[src/rtl/pb_uart_rx_monitor_pkg.sv]
// Shared types and constants for the UART receive monitor.
package pb_uart_mon_pkg;

  typedef enum logic [1:0] {
    IDLE,
    START,
    DATA,
    STOP
  } rx_state_e;

  localparam logic [7:0] AsciiLf = 8'h0A;

endpackage

[src/rtl/pb_uart_rx_monitor_fifo.sv]
// Small synchronous FIFO; the head entry is visible on data_o whenever not empty.
// A push into a full FIFO is accepted only when a pop happens in the same cycle.
module pb_uart_rx_monitor_fifo #(
  parameter int unsigned Depth     = 16,
  parameter int unsigned DataWidth = 8
) (
  input  logic                 clk_i,
  input  logic                 rst_ni,
  input  logic                 push_i,
  input  logic [DataWidth-1:0] data_i,
  input  logic                 pop_i,
  output logic [DataWidth-1:0] data_o,
  output logic                 empty_o,
  output logic                 full_o
);

  localparam int unsigned PtrW = $clog2(Depth);

  logic [DataWidth-1:0] mem_q [Depth];
  logic [PtrW-1:0]      wr_ptr_q, rd_ptr_q;
  logic [PtrW:0]        count_q;
  logic                 push_ok, pop_ok;

  assign empty_o = (count_q == '0);
  assign full_o  = (count_q == (PtrW+1)'(Depth));
  assign pop_ok  = pop_i & ~empty_o;
  assign push_ok = push_i & (~full_o | pop_ok);
  assign data_o  = mem_q[rd_ptr_q];

  // Pointers wrap naturally because Depth is a power of two.
  always_ff @(posedge clk_i or negedge rst_ni) begin
    if (!rst_ni) begin
      wr_ptr_q <= '0;
      rd_ptr_q <= '0;
      count_q  <= '0;
    end else begin
      if (push_ok) wr_ptr_q <= wr_ptr_q + 1'b1;
      if (pop_ok)  rd_ptr_q <= rd_ptr_q + 1'b1;
      case ({push_ok, pop_ok})
        2'b10:   count_q <= count_q + 1'b1;
        2'b01:   count_q <= count_q - 1'b1;
        default: count_q <= count_q;
      endcase
    end
  end

  // NOTE: storage has no reset; entries are only observable once written, and
  // the consumer-facing byte is masked while the buffer is empty.
  always_ff @(posedge clk_i) begin
    if (push_ok) mem_q[wr_ptr_q] <= data_i;
  end

endmodule

[src/rtl/pb_uart_rx_monitor.sv]
// 8N1 UART receive monitor: synchronises the line, deserialises frames and
// buffers received bytes for a console consumer.
module pb_uart_rx_monitor
  import pb_uart_mon_pkg::*;
#(
  parameter int unsigned BaudDiv   = 868,
  parameter int unsigned FifoDepth = 16
) (
  input  logic       clk_i,
  input  logic       rst_ni,
  input  logic       en_i,
  input  logic       rx_i,
  output logic       reading_byte_o,
  output logic [7:0] byte_o,
  output logic       byte_valid_o,
  input  logic       byte_ready_i,
  output logic       line_done_o,
  output logic       frame_err_o,
  output logic       overflow_o
);

  localparam int unsigned     CntW       = $clog2(BaudDiv);
  localparam logic [CntW-1:0] FullReload = CntW'(BaudDiv - 1);
  localparam logic [CntW-1:0] HalfReload = CntW'(BaudDiv / 2 - 1);

  rx_state_e       state_q;
  logic            rx_meta_q, rx_s_q, rx_prev_q;
  logic [CntW-1:0] cnt_q;
  logic [2:0]      bit_q;
  logic [7:0]      shift_q;
  logic            line_done_q, frame_err_q, overflow_q;

  logic       stop_sample, push, pop, fifo_empty, fifo_full;
  logic [7:0] fifo_head;

  assign stop_sample = en_i && (state_q == STOP) && (cnt_q == '0);
  assign push        = stop_sample && rx_s_q;
  assign pop         = byte_valid_o && byte_ready_i;

  pb_uart_rx_monitor_fifo #(
    .Depth    (FifoDepth),
    .DataWidth(8)
  ) u_fifo (
    .clk_i  (clk_i),
    .rst_ni (rst_ni),
    .push_i (push),
    .data_i (shift_q),
    .pop_i  (pop),
    .data_o (fifo_head),
    .empty_o(fifo_empty),
    .full_o (fifo_full)
  );

  // Synchroniser idles high so reset never looks like a start edge.
  always_ff @(posedge clk_i or negedge rst_ni) begin
    if (!rst_ni) begin
      rx_meta_q <= 1'b1;
      rx_s_q    <= 1'b1;
      rx_prev_q <= 1'b1;
    end else begin
      rx_meta_q <= rx_i;
      rx_s_q    <= rx_meta_q;
      rx_prev_q <= rx_s_q;
    end
  end

  // NOTE: sequential state uses non-blocking assignments only, so every
  // branch below reads the values from before this clock edge.
  always_ff @(posedge clk_i or negedge rst_ni) begin
    if (!rst_ni) begin
      state_q     <= IDLE;
      cnt_q       <= '0;
      bit_q       <= '0;
      shift_q     <= '0;
      line_done_q <= 1'b0;
      frame_err_q <= 1'b0;
      overflow_q  <= 1'b0;
    end else begin
      line_done_q <= 1'b0;
      frame_err_q <= 1'b0;
      if (push && fifo_full && !pop) overflow_q <= 1'b1;

      if (!en_i) begin
        state_q <= IDLE;
      end else begin
        case (state_q)
          IDLE: begin
            // Needs a high rx_s first, so a low line after a bad stop bit waits.
            if (rx_prev_q && !rx_s_q) begin
              state_q <= START;
              cnt_q   <= HalfReload;
            end
          end
          START: begin
            if (cnt_q == '0) begin
              if (!rx_s_q) begin
                state_q <= DATA;
                cnt_q   <= FullReload;
                bit_q   <= '0;
              end else begin
                state_q <= IDLE;
              end
            end else begin
              cnt_q <= cnt_q - 1'b1;
            end
          end
          DATA: begin
            if (cnt_q == '0) begin
              shift_q <= {rx_s_q, shift_q[7:1]};
              cnt_q   <= FullReload;
              if (bit_q == 3'd7) state_q <= STOP;
              else               bit_q   <= bit_q + 1'b1;
            end else begin
              cnt_q <= cnt_q - 1'b1;
            end
          end
          STOP: begin
            if (cnt_q == '0) begin
              state_q <= IDLE;
              if (rx_s_q) line_done_q <= (shift_q == AsciiLf);
              else        frame_err_q <= 1'b1;
            end else begin
              cnt_q <= cnt_q - 1'b1;
            end
          end
          default: state_q <= IDLE;
        endcase
      end
    end
  end

  assign reading_byte_o = (state_q != IDLE);
  assign byte_valid_o   = ~fifo_empty;
  assign byte_o         = byte_valid_o ? fifo_head : 8'h00;
  assign line_done_o    = line_done_q;
  assign frame_err_o    = frame_err_q;
  assign overflow_o     = overflow_q;

endmodule
[config.mk]
export PLATFORM = sky130hd
export DESIGN_NAME = pb_uart_rx_monitor
export DESIGN_NICKNAME = d
export VERILOG_FILES = /design/src/rtl/pb_uart_rx_monitor_pkg.sv /design/src/rtl/pb_uart_rx_monitor_fifo.sv /design/src/rtl/pb_uart_rx_monitor.sv
export SDC_FILE = /design/constraint.sdc
export NUM_CORES = 1
export LEC_CHECK = 0
export BUFFER_PORTS_ARGS = -buffer_cell sky130_fd_sc_hd__buf_2
export CAP_MARGIN = 15
export CORE_MARGIN = 1
export CORE_UTILIZATION = 35
export DETAILED_ROUTE_END_ITERATION = 12
export PLACE_DENSITY_LB_ADDON = 0.1
export SYNTH_ARGS = -nofsm -noshare
export SYNTH_HDL_FRONTEND = slang
export SYNTH_SLANG_ARGS = --single-unit
[constraint.sdc]
create_clock -name clk_i -period 4.42 [get_ports clk_i]
set_clock_uncertainty 0.1 [all_clocks]
set_input_delay 0.442 -clock clk_i [delete_from_list [all_inputs] [get_ports clk_i]]
set_output_delay 0.442 -clock clk_i [all_outputs]
set_load 0.01 [all_outputs]
# Word-level counts from Yosys, hierarchy flattened
# Memories as Yosys holds them, arrays and structs flattened.
# Cells that the tools add are included.
dict set report word_totals {
  reg_bits 42
  ramBits 128
  in_bits 5
  output_inout_bits 13
  wordCells 95
  mem_count 1
}
dict set report classes {
  add_sub_neg 6
  n_eq_ne 20
  mux 31
  bitwise 5
  reduce_logical 19
}
# memory words word_bits rd rd_clocked_by_memory_dff wr line
set mem_list {}
lappend mem_list {u_fifo.mem_q 16 8 1 0 1 pb_uart_rx_monitor_fifo.sv:19} ;# logic [DataWidth-1:0] mem_q [Depth];
# cell count
set ops {}
lappend ops {{10-bit two-way mux} 5}
lappend ops {{10-bit case mux with 4 select lines} 1}
lappend ops {{3-bit != test (second input constant)} 5}
lappend ops {{2-bit two-way mux} 7}
lappend ops {{3-bit two-way mux} 4}
lappend ops {{2-bit != test (second input constant)} 6}
lappend ops {{10-bit logical NOT} 1}
lappend ops {{1-bit two-way mux} 10}
lappend ops {{5-bit case mux with 2 select lines} 1}
lappend ops {{10-bit by 1-bit subtractor with 10-bit output (second input constant)} 1}
lappend ops {{4-bit by 1-bit adder with 4-bit output (second input constant)} 2}
lappend ops {{8-bit by 4-bit equality test with 1-bit output (second input constant)} 1}
lappend ops {{8-bit two-way mux} 1}
lappend ops {{2-bit case mux with 4 select lines} 1}
lappend ops {{1-bit logical AND} 7}
lappend ops {{2-bit equality test (second input constant)} 3}
lappend ops {{3-bit case mux with 2 select lines} 1}
lappend ops {{6-bit AND reduction} 1}
lappend ops {{2-bit nonzero test} 3}
lappend ops {{5-bit by 1-bit adder with 5-bit output (second input constant)} 1}
lappend ops {{5-bit equality test (second input constant)} 1}
lappend ops {{5-bit logical NOT} 1}
lappend ops {{5-bit AND reduction} 1}
lappend ops {{5-bit by 1-bit subtractor with 5-bit output (second input constant)} 1}
lappend ops {{11 further kinds} 15}

# Logic depth before layout (Yosys ltp)
# Gate-level depths: netlist of the first run.
dict set report depth {
  word_depth 8
  ltp_mapped 12
  mapped_depth_nobuf 12
}

# By module
# From an unflattened synthesis of the first run, not the netlist that was laid out.
dict set report unflattened {
  hier_cells 472
  area_unflattened_um2 7599.8
}
# mod n_inst cells_per_inst area_each_um2 seq_area_each_um2
set by_module_without_submodules {}
lappend by_module_without_submodules {pb_uart_rx_monitor_fifo 1 306 5835.6 4169.0}
lappend by_module_without_submodules {pb_uart_rx_monitor 1 166 1764.2 729.4}

# Worst setup path before layout of the first run
# OpenSTA, ideal clock, no wires.
dict set report synth_timing {
  path_type {reg2reg}
  startpoint {reg cnt_q[0]}
  endpoint {reg u_fifo.count_q[4]}
  setup_time_ns 0.080
  arrival_time_ns 2.539
  t_required_ns 4.240
  setup_slack_ns 1.701
  stages_incl_launch_ff 11
  path_cell_list {dfrtp_1 > inv_1 > ha_1 > or4b_4 > nor3_2 > nor2_2 > ha_1 > a21o_1 > a21oi_1 > mux2i_1 > xnor2_1}
}
dict set report synth_via {
  elab_chain_len 6
  word_cells_on_any_way 8
  cone_classes {2 x eq/ne; 1 x mux; 1 x bitwise; 4 x reduce/logical}
}
# item line
set synth_rtl {}
lappend synth_rtl {{start, declared} pb_uart_rx_monitor.sv:28} ;# logic [CntW-1:0] cnt_q;
lappend synth_rtl {{start signal, assigned} pb_uart_rx_monitor.sv:91} ;# cnt_q <= HalfReload;
lappend synth_rtl {{start signal, assigned} pb_uart_rx_monitor.sv:98} ;# cnt_q <= FullReload;
lappend synth_rtl {{start signal, assigned} pb_uart_rx_monitor.sv:104} ;# cnt_q <= cnt_q - 1'b1;
lappend synth_rtl {{10-bit logical NOT (*)} pb_uart_rx_monitor.sv:36} ;# assign stop_sample = en_i && (state_q == STOP) && (cnt_q == '0);
lappend synth_rtl {{1-bit logical AND (*)} pb_uart_rx_monitor.sv:36}
lappend synth_rtl {{1-bit logical AND (*)} pb_uart_rx_monitor.sv:37} ;# assign push = stop_sample && rx_s_q;
lappend synth_rtl {{1-bit bitwise AND (*)} pb_uart_rx_monitor_fifo.sv:27} ;# assign push_ok = push_i & (~full_o | pop_ok);
lappend synth_rtl {{2-bit by 1-bit equality test with 1-bit output or 2-bit equality test (tied branches)} pb_uart_rx_monitor_fifo.sv:39} ;# case ({push_ok, pop_ok})
lappend synth_rtl {{5-bit case mux with 2 select lines or 2-bit nonzero test (tied branches)} -}
lappend synth_rtl {{end signal, assigned} pb_uart_rx_monitor_fifo.sv:40} ;# 2'b10: count_q <= count_q + 1'b1;
lappend synth_rtl {{end signal, assigned} pb_uart_rx_monitor_fifo.sv:41} ;# 2'b01: count_q <= count_q - 1'b1;
lappend synth_rtl {{end signal, assigned} pb_uart_rx_monitor_fifo.sv:42} ;# default: count_q <= count_q;
lappend synth_rtl {{end, declared} pb_uart_rx_monitor_fifo.sv:21} ;# logic [PtrW:0] count_q;
# Mark *: on every way between the ends. The rest lies on a longest branch, timed or not.
# A chain may end at the register's enable or synchronous reset.

# Worst setup path in the final report of the first run
dict set report layout_timing {
  startpoint {reg u_fifo.rd_ptr_q[1]}
  endpoint {out byte_o[7]}
}
dict set report layout_via {
  elab_chain_len 2
}
# item line
set layout_rtl {}
lappend layout_rtl {{start, declared} pb_uart_rx_monitor_fifo.sv:20} ;# logic [PtrW-1:0] wr_ptr_q, rd_ptr_q;
lappend layout_rtl {{start signal, assigned} pb_uart_rx_monitor_fifo.sv:38} ;# if (pop_ok) rd_ptr_q <= rd_ptr_q + 1'b1;
lappend layout_rtl {{memory 16 x 8 bit} -}
lappend layout_rtl {{8-bit two-way mux} pb_uart_rx_monitor.sv:134} ;# assign byte_o = byte_valid_o ? fifo_head : 8'h00;
lappend layout_rtl {{end, declared} pb_uart_rx_monitor.sv:14} ;# output logic [7:0] byte_o,
# Every way passes these cells.

==> results_dict.tcl, run 1 <==
set metrics [dict create \
    status "completed" \
    start_util_pct 36.1 \
    layout_commonest_cell "edfxtp_1" \
    multi_input_area_sq_um 2300 \
    ys.flop_type "edfxtp_1" \
    cts_buffer_depth 2 \
    setup_ws_ns 0.925 \
    vias 3732 \
    synthToLayoutAreaGrowth_pct 13.2 \
    slew_headroom_pct 29.0 \
    clk_pin_slew_ns 0.06 \
    syn_nets 448 \
    via_per_inst 5.04 \
    syn_avg_cell_area_sq_um 17.3 \
    required_ns 3.88 \
    diodes 0 \
    ys_seq_area_share_pct 66.5 \
    pre_cts_ws_ns 1.34 \
    antenna_found_initial 0 \
    postCtsSetupBuffers 0 \
    report.final.slew_viol_count 0 \
    gp_congestion 0.748 \
    cts_buffers 17 \
    overflow 0 \
    die_y_um 147 \
    cp_max_fo 19 \
    tightestPinTransition_ns 1.06 \
    design_area_sq_um 8340 \
    die-area_sq_um 21600 \
    synth_edf_count 128 \
    htree_levels 4 \
    ff_latch_area_sq_um 4900 \
    n_fill_cell 1879 \
    ys_seq_elements 170 \
    async_reset_ff_share_pct 24.7 \
    grt_pass1_vias 4069 \
    endpoint_kind "output port" \
    layout_common_cells "edfxtp_1 (128), mux4_2 (40), dfrtp_1 (38)" \
    tns_ns 0 \
    maxCapViolCount 0 \
    grt_max_degree 43 \
    synth_cells 426 \
    min_path_type "in2async" \
    dr.pass1.iters 4 \
    power.density_nw_per_um2 516 \
    grt_pass1_wl_um 24000 \
    hold_viol 0 \
    clock-root-buffer "clkbuf_16" \
    synthesis.area_sq_um 7370 \
    cts_sinks 170 \
    p_leak_uw 0.00298 \
    yosysUniqueCellTypes 56 \
    clock_latency_ns 0.42 \
    drt_iter0_markers 260 \
    io_buffers 17 \
    peakVddDrop_uv 272 \
    ant_nets 0 \
    final_nets 479 \
    dpl-instance-area_sq_um 7770 \
    rsz0062_at_grt "no" \
    yosys_warnings 0 \
    die_w_um 147 \
    setup_viol 0 \
    post_cts_resized 0 \
    hold_buffers 1 \
    worstPathArrival_ns 2.95 \
    io_pins 18 \
    dp_hpwl_um 9880 \
    row_count 52 \
    drive_above_1_share_pct 25.5 \
    cts_tree "done" \
    drc 0 \
    globalRouteTotalUtil_pct 15.4 \
    fin_crit_sh_pct 79.1 \
    wl_per_cell_um 20.6 \
    fin_crit_ns 3.49 \
    start_kind "flop" \
    fmax_mhz 286 \
    drt-total-wl_um 15200 \
    fp.coreArea_sq_um 20400 \
    crit_type "reg2out" \
]
==> worst paths after layout <==
| path | start | endpoint | slack (ns) | cells after the start |
|---|---|---|---|---|
| max | u_fifo.rd_ptr_q[1] | byte_o[7] | 0.93 | 5 |
| min | rst_ni | u_fifo.count_q[0] | 0.05 | 1 |
| max reg2reg | cnt_q[0] | u_fifo.mem_q[0][5] | 1.40 | 7 |
| min in group clk_i | rx_meta_q | rx_s_q | 0.26 | 0 |
| max in group asynchronous | rst_ni | u_fifo.rd_ptr_q[0] | 3.51 | 1 |
| min reg2reg | rx_meta_q | rx_s_q | 0.26 | 0 |
==> metal layers <==
metal  share of wire, %  up-vias  GRT usage (%)
met5                  0        -              0
met4               0.87        0           5.26
met3                2.8       11           2.89
met2                 50       51           25.0
met1                 47     1952           20.7
li1                   -     1718              -
==> state kept, by name, summed over array words and instances (netlist names) <==
signal and cells:
u_fifo.count_q 5, overflow_o 1, state_q 2, bit_q 3, frame_err_o 1, u_fifo.wr_ptr_q 4, rx_s_q 1, rx_meta_q 1
shift_q 8, line_done_o 1, u_fifo.mem_q 128, rx_prev_q 1, u_fifo.rd_ptr_q 4, cnt_q 10
==> through the flow <==
step	power [uW]	hold WS (ns)	cells	util (%)
2_1_floorplan	2680	0.0464	426	-
3_3_place_gp	2960	0.249	707	38.0
3_5_place_dp	2960	0.248	707	38.0
4_1_cts	4360	0.103	740	40.8
5_1_grt	4520	0.154	740	40.8
6_report	4300	0.0525	740	40.8
==> worst max-delay path: stages, from the launching register on <==
cell	delay [ns]
dfrtp_1	1.04
buf_4	0.35
mux4_2	0.33
mux4_2	0.46
nor2b_1	0.14
buf_2	0.18
==> where the power goes <==
group          switching, uW  internal [uW]
logic                    410            506
registers                211           1780
clock network            575            815
total                   1200           3100
==> cells in the mapped netlist (all sizes together) (7+ instances only) <==
library cell	number	share of area [%]
ha	16	2.7
and2	13	1.1
nor3	10	0.82
edfxtp	128	52
mux4	40	12
mux2	11	1.8
xnor2	10	1.2
clkbuf	7	0.36
nand2	18	0.92
nor2b	11	0.93
a21oi	13	0.88
dfrtp	39	13
inv	22	1.1
nor2	16	0.99
==> layout make-up <==
type                       count  share of cell area (%)
sequential                   170                    58.8
multi-input combinational    221                    27.6
clock buffer                  24                    5.78
tap                          270                    4.05
timing repair buffer          25                    1.92
inverter                      22                   0.991
clock inverter                 8                   0.856
==> cell families (layout without fill, tap and decap cells) <==
kind of cell,count (synthesis),after routing,synth area share [%]
flip-flops,170,170,66.5
AO/OA/AOI/OAI,42,42,4.20
buffers and inverters,35,79,2.24
XOR/XNOR,10,10,1.19
adder cells (fa/ha/maj),17,17,2.99
multiplexers,56,56,14.7
AND/OR/NAND/NOR,96,96,8.19
(Power assumes the default switching activity.)
==> inputs of run 2 (changes only) <==
==> constraint.sdc (replaced) <==
create_clock -name clk_i -period 2.85 [get_ports clk_i]
set_clock_uncertainty 0.1 [all_clocks]
set_input_delay 0.285 -clock clk_i [delete_from_list [all_inputs] [get_ports clk_i]]
set_output_delay 0.285 -clock clk_i [all_outputs]
set_load 0.01 [all_outputs]
==> run 2 against run 1 <==
  * Utilization up 1.1 points
  * Critical path depth unchanged
  * Final area up 2.7%
  * Critical endpoint unchanged
  * Highest routed layer unchanged
  * First-iteration DRC count up 30%
  * Sequential cell count unchanged
  * Wire length down 2.8%
  * Largest power group unchanged
  * Sequential share of layout area down 1.6 points
  * Critical path type unchanged
  * Largest cell class unchanged
  * Clock power up 55%
  * Via count up 0.16%
==> results_dict.tcl, run 2 (synthesis gave the netlist of run 1 again) <==
set metrics [dict create \
    grt_max_degree 43 \
    clock-root-buffer "clkbuf_16" \
    critPathBufInv 2 \
    die_w_um 147 \
    fin_hold_ws_ns 0.0985 \
    n_fill_cell 1851 \
    tightestPinTransition_ns 0.972 \
    crit_type "reg2out" \
    p_leak_uw 0.00311 \
    reg_top3 "u_fifo.mem_q x128, cnt_q x10, shift_q x8" \
    maxCapViolCount 0 \
    slowest_stage "mux4_2" \
    grt_pass1_wl_um 23300 \
    cts_sinks 170 \
    die-area_sq_um 21600 \
    start_util_pct 36.1 \
    layout_common_cells "edfxtp_1 (128), mux4_2 (40), dfrtp_1 (38)" \
    layout_commonest_cell "edfxtp_1" \
    io_buffers 17 \
    gp_congestion 0.771 \
    required_ns 2.47 \
    setup_ws_ns 0.0557 \
    clock_latency_ns 0.43 \
    hold_viol 0 \
    fin_crit_ns 2.79 \
    diodes 0 \
    cts_buffer_depth 2 \
    worstPathArrival_ns 2.41 \
    synthToLayoutAreaGrowth_pct 16.3 \
    drc 0 \
    dr.pass1.iters 4 \
    fp.coreArea_sq_um 20400 \
    largest_reg_flops 128 \
    top_register "u_fifo.mem_q" \
    dp_hpwl_um 9830 \
    ff_latch_area_sq_um 4900 \
    peakVddDrop_uv 435 \
    pre_cts_ws_ns 0.0447 \
    cts_tree "done" \
    cp_max_fo 13 \
    drive_above_1_share_pct 29.4 \
    cts_buffers 17 \
    endpoint_kind "output port" \
    row_count 52 \
    drt_iter0_markers 338 \
    status "completed" \
    globalRouteTotalUtil_pct 14.8 \
    setup_viol 0 \
    antenna_found_initial 0 \
    crit_top_cell "mux4_2" \
    via_per_inst 4.92 \
    htree_levels 4 \
    ant_nets 0 \
    slew_headroom_pct 35.2 \
    fin_util_pct 41.9 \
    min_path_type "in2reg" \
    critPathMaxStageDelay_ns 0.55 \
    fin_crit_sh_pct 98.0 \
    power.density_nw_per_um2 790 \
    cp_cell_sequence "buf_12 > mux4_2 > mux4_2 > nor2b_1 > buf_2" \
    final_nets 499 \
    rsz0062_at_grt "yes" \
    clk_pin_slew_ns 0.06 \
    multi_input_area_sq_um 2320 \
    path_delay_family "multiplexers" \
    start_kind "flop" \
    vias 3738 \
    grt_pass1_vias 3908 \
    fmax_mhz 358 \
    io_pins 18 \
    drt-total-wl_um 14800 \
    overflow 0 \
    wl_per_cell_um 19.4 \
    report.final.slew_viol_count 0 \
    die_y_um 147 \
]
## run 2: changes by cell type in the layout (fill, tap and decap cells not counted), moves of 3 or more
cell      change
buf_12        +3
clkbuf_1      -3
inv_6         +3
buf_4        +14
clkinv_4      +3
clkbuf_8      -3
## run 2: final cells by class
type,instances,area share [%]
clock inverter,14,1.43
timing repair buffer,45,4.34
tap,270,3.94
clock buffer,18,5.01
multi-input combinational,221,27.1
inverter,22,0.964
sequential,170,57.2
## run 2: metal layers
metal | wire length, um | GRT usage [%] | up-vias | part of all wire (%)
met2 | 7260 | 23.5 | 61 | 49
met3 | 517 | 3.07 | 14 | 3.5
li1 | - | - | 1746 | -
met1 | 6800 | 20.1 | 1917 | 46
met4 | 206 | 5.26 | 0 | 1.4
met5 | 0 | 0 | - | 0
## run 2: final timing paths
kind,from,endpoint,slack (ns),depth (start not counted)
worst max-delay path,u_fifo.rd_ptr_q[0],byte_o[7],0.06,5
worst min-delay path,en_i,state_q[1],0.1,3
worst max register to register,cnt_q[0],u_fifo.count_q[3],0.18,10
worst min register to register,rx_meta_q,rx_s_q,0.26,0
max in group asynchronous,rst_ni,u_fifo.rd_ptr_q[0],1.55,2
min in group asynchronous,rst_ni,u_fifo.count_q[3],0.45,2
## run 2: worst register-to-register path, delay by kind of cell, from the launching register on
family                   cells  cell delay, ns
XOR/XNOR                     1            0.08
AND/OR/NAND/NOR              3            0.78
buffers and inverters        1            0.08
AO/OA/AOI/OAI                2            0.38
flip-flops                   1            0.38
multiplexers                 1            0.26
adder cells (fa/ha/maj)      2            0.50
## run 2: per-stage QoR
stage | power, uW | TNS (ns) | instances | cell area (sq um)
final | 6770 | 0 | 760 | 8560
after CTS | 6810 | 0 | 758 | 8510
after detailed placement | 4640 | 0 | 724 | 7940
after global routing | 7100 | -0.158 | 760 | 8560
after global placement | 4620 | 0 | 724 | 7940
after floorplan | 4160 | 0 | 426 | 7370
## run 2: report_power, final
part           internal [uW]  switching, uW  total, uW
combinational            878            753       1630
clock                   1200            953       2160
sequential              2760            215       2980
## run 2: what timing repair did
action / 4_1_cts / 5_1_grt
endpoints found under the setup margin: 0 / 96
hold endpoints to repair: 40 / 0
gates resized for setup: 0 / 6
buffers inserted: 0 / 1
hold buffers: 2 / 0
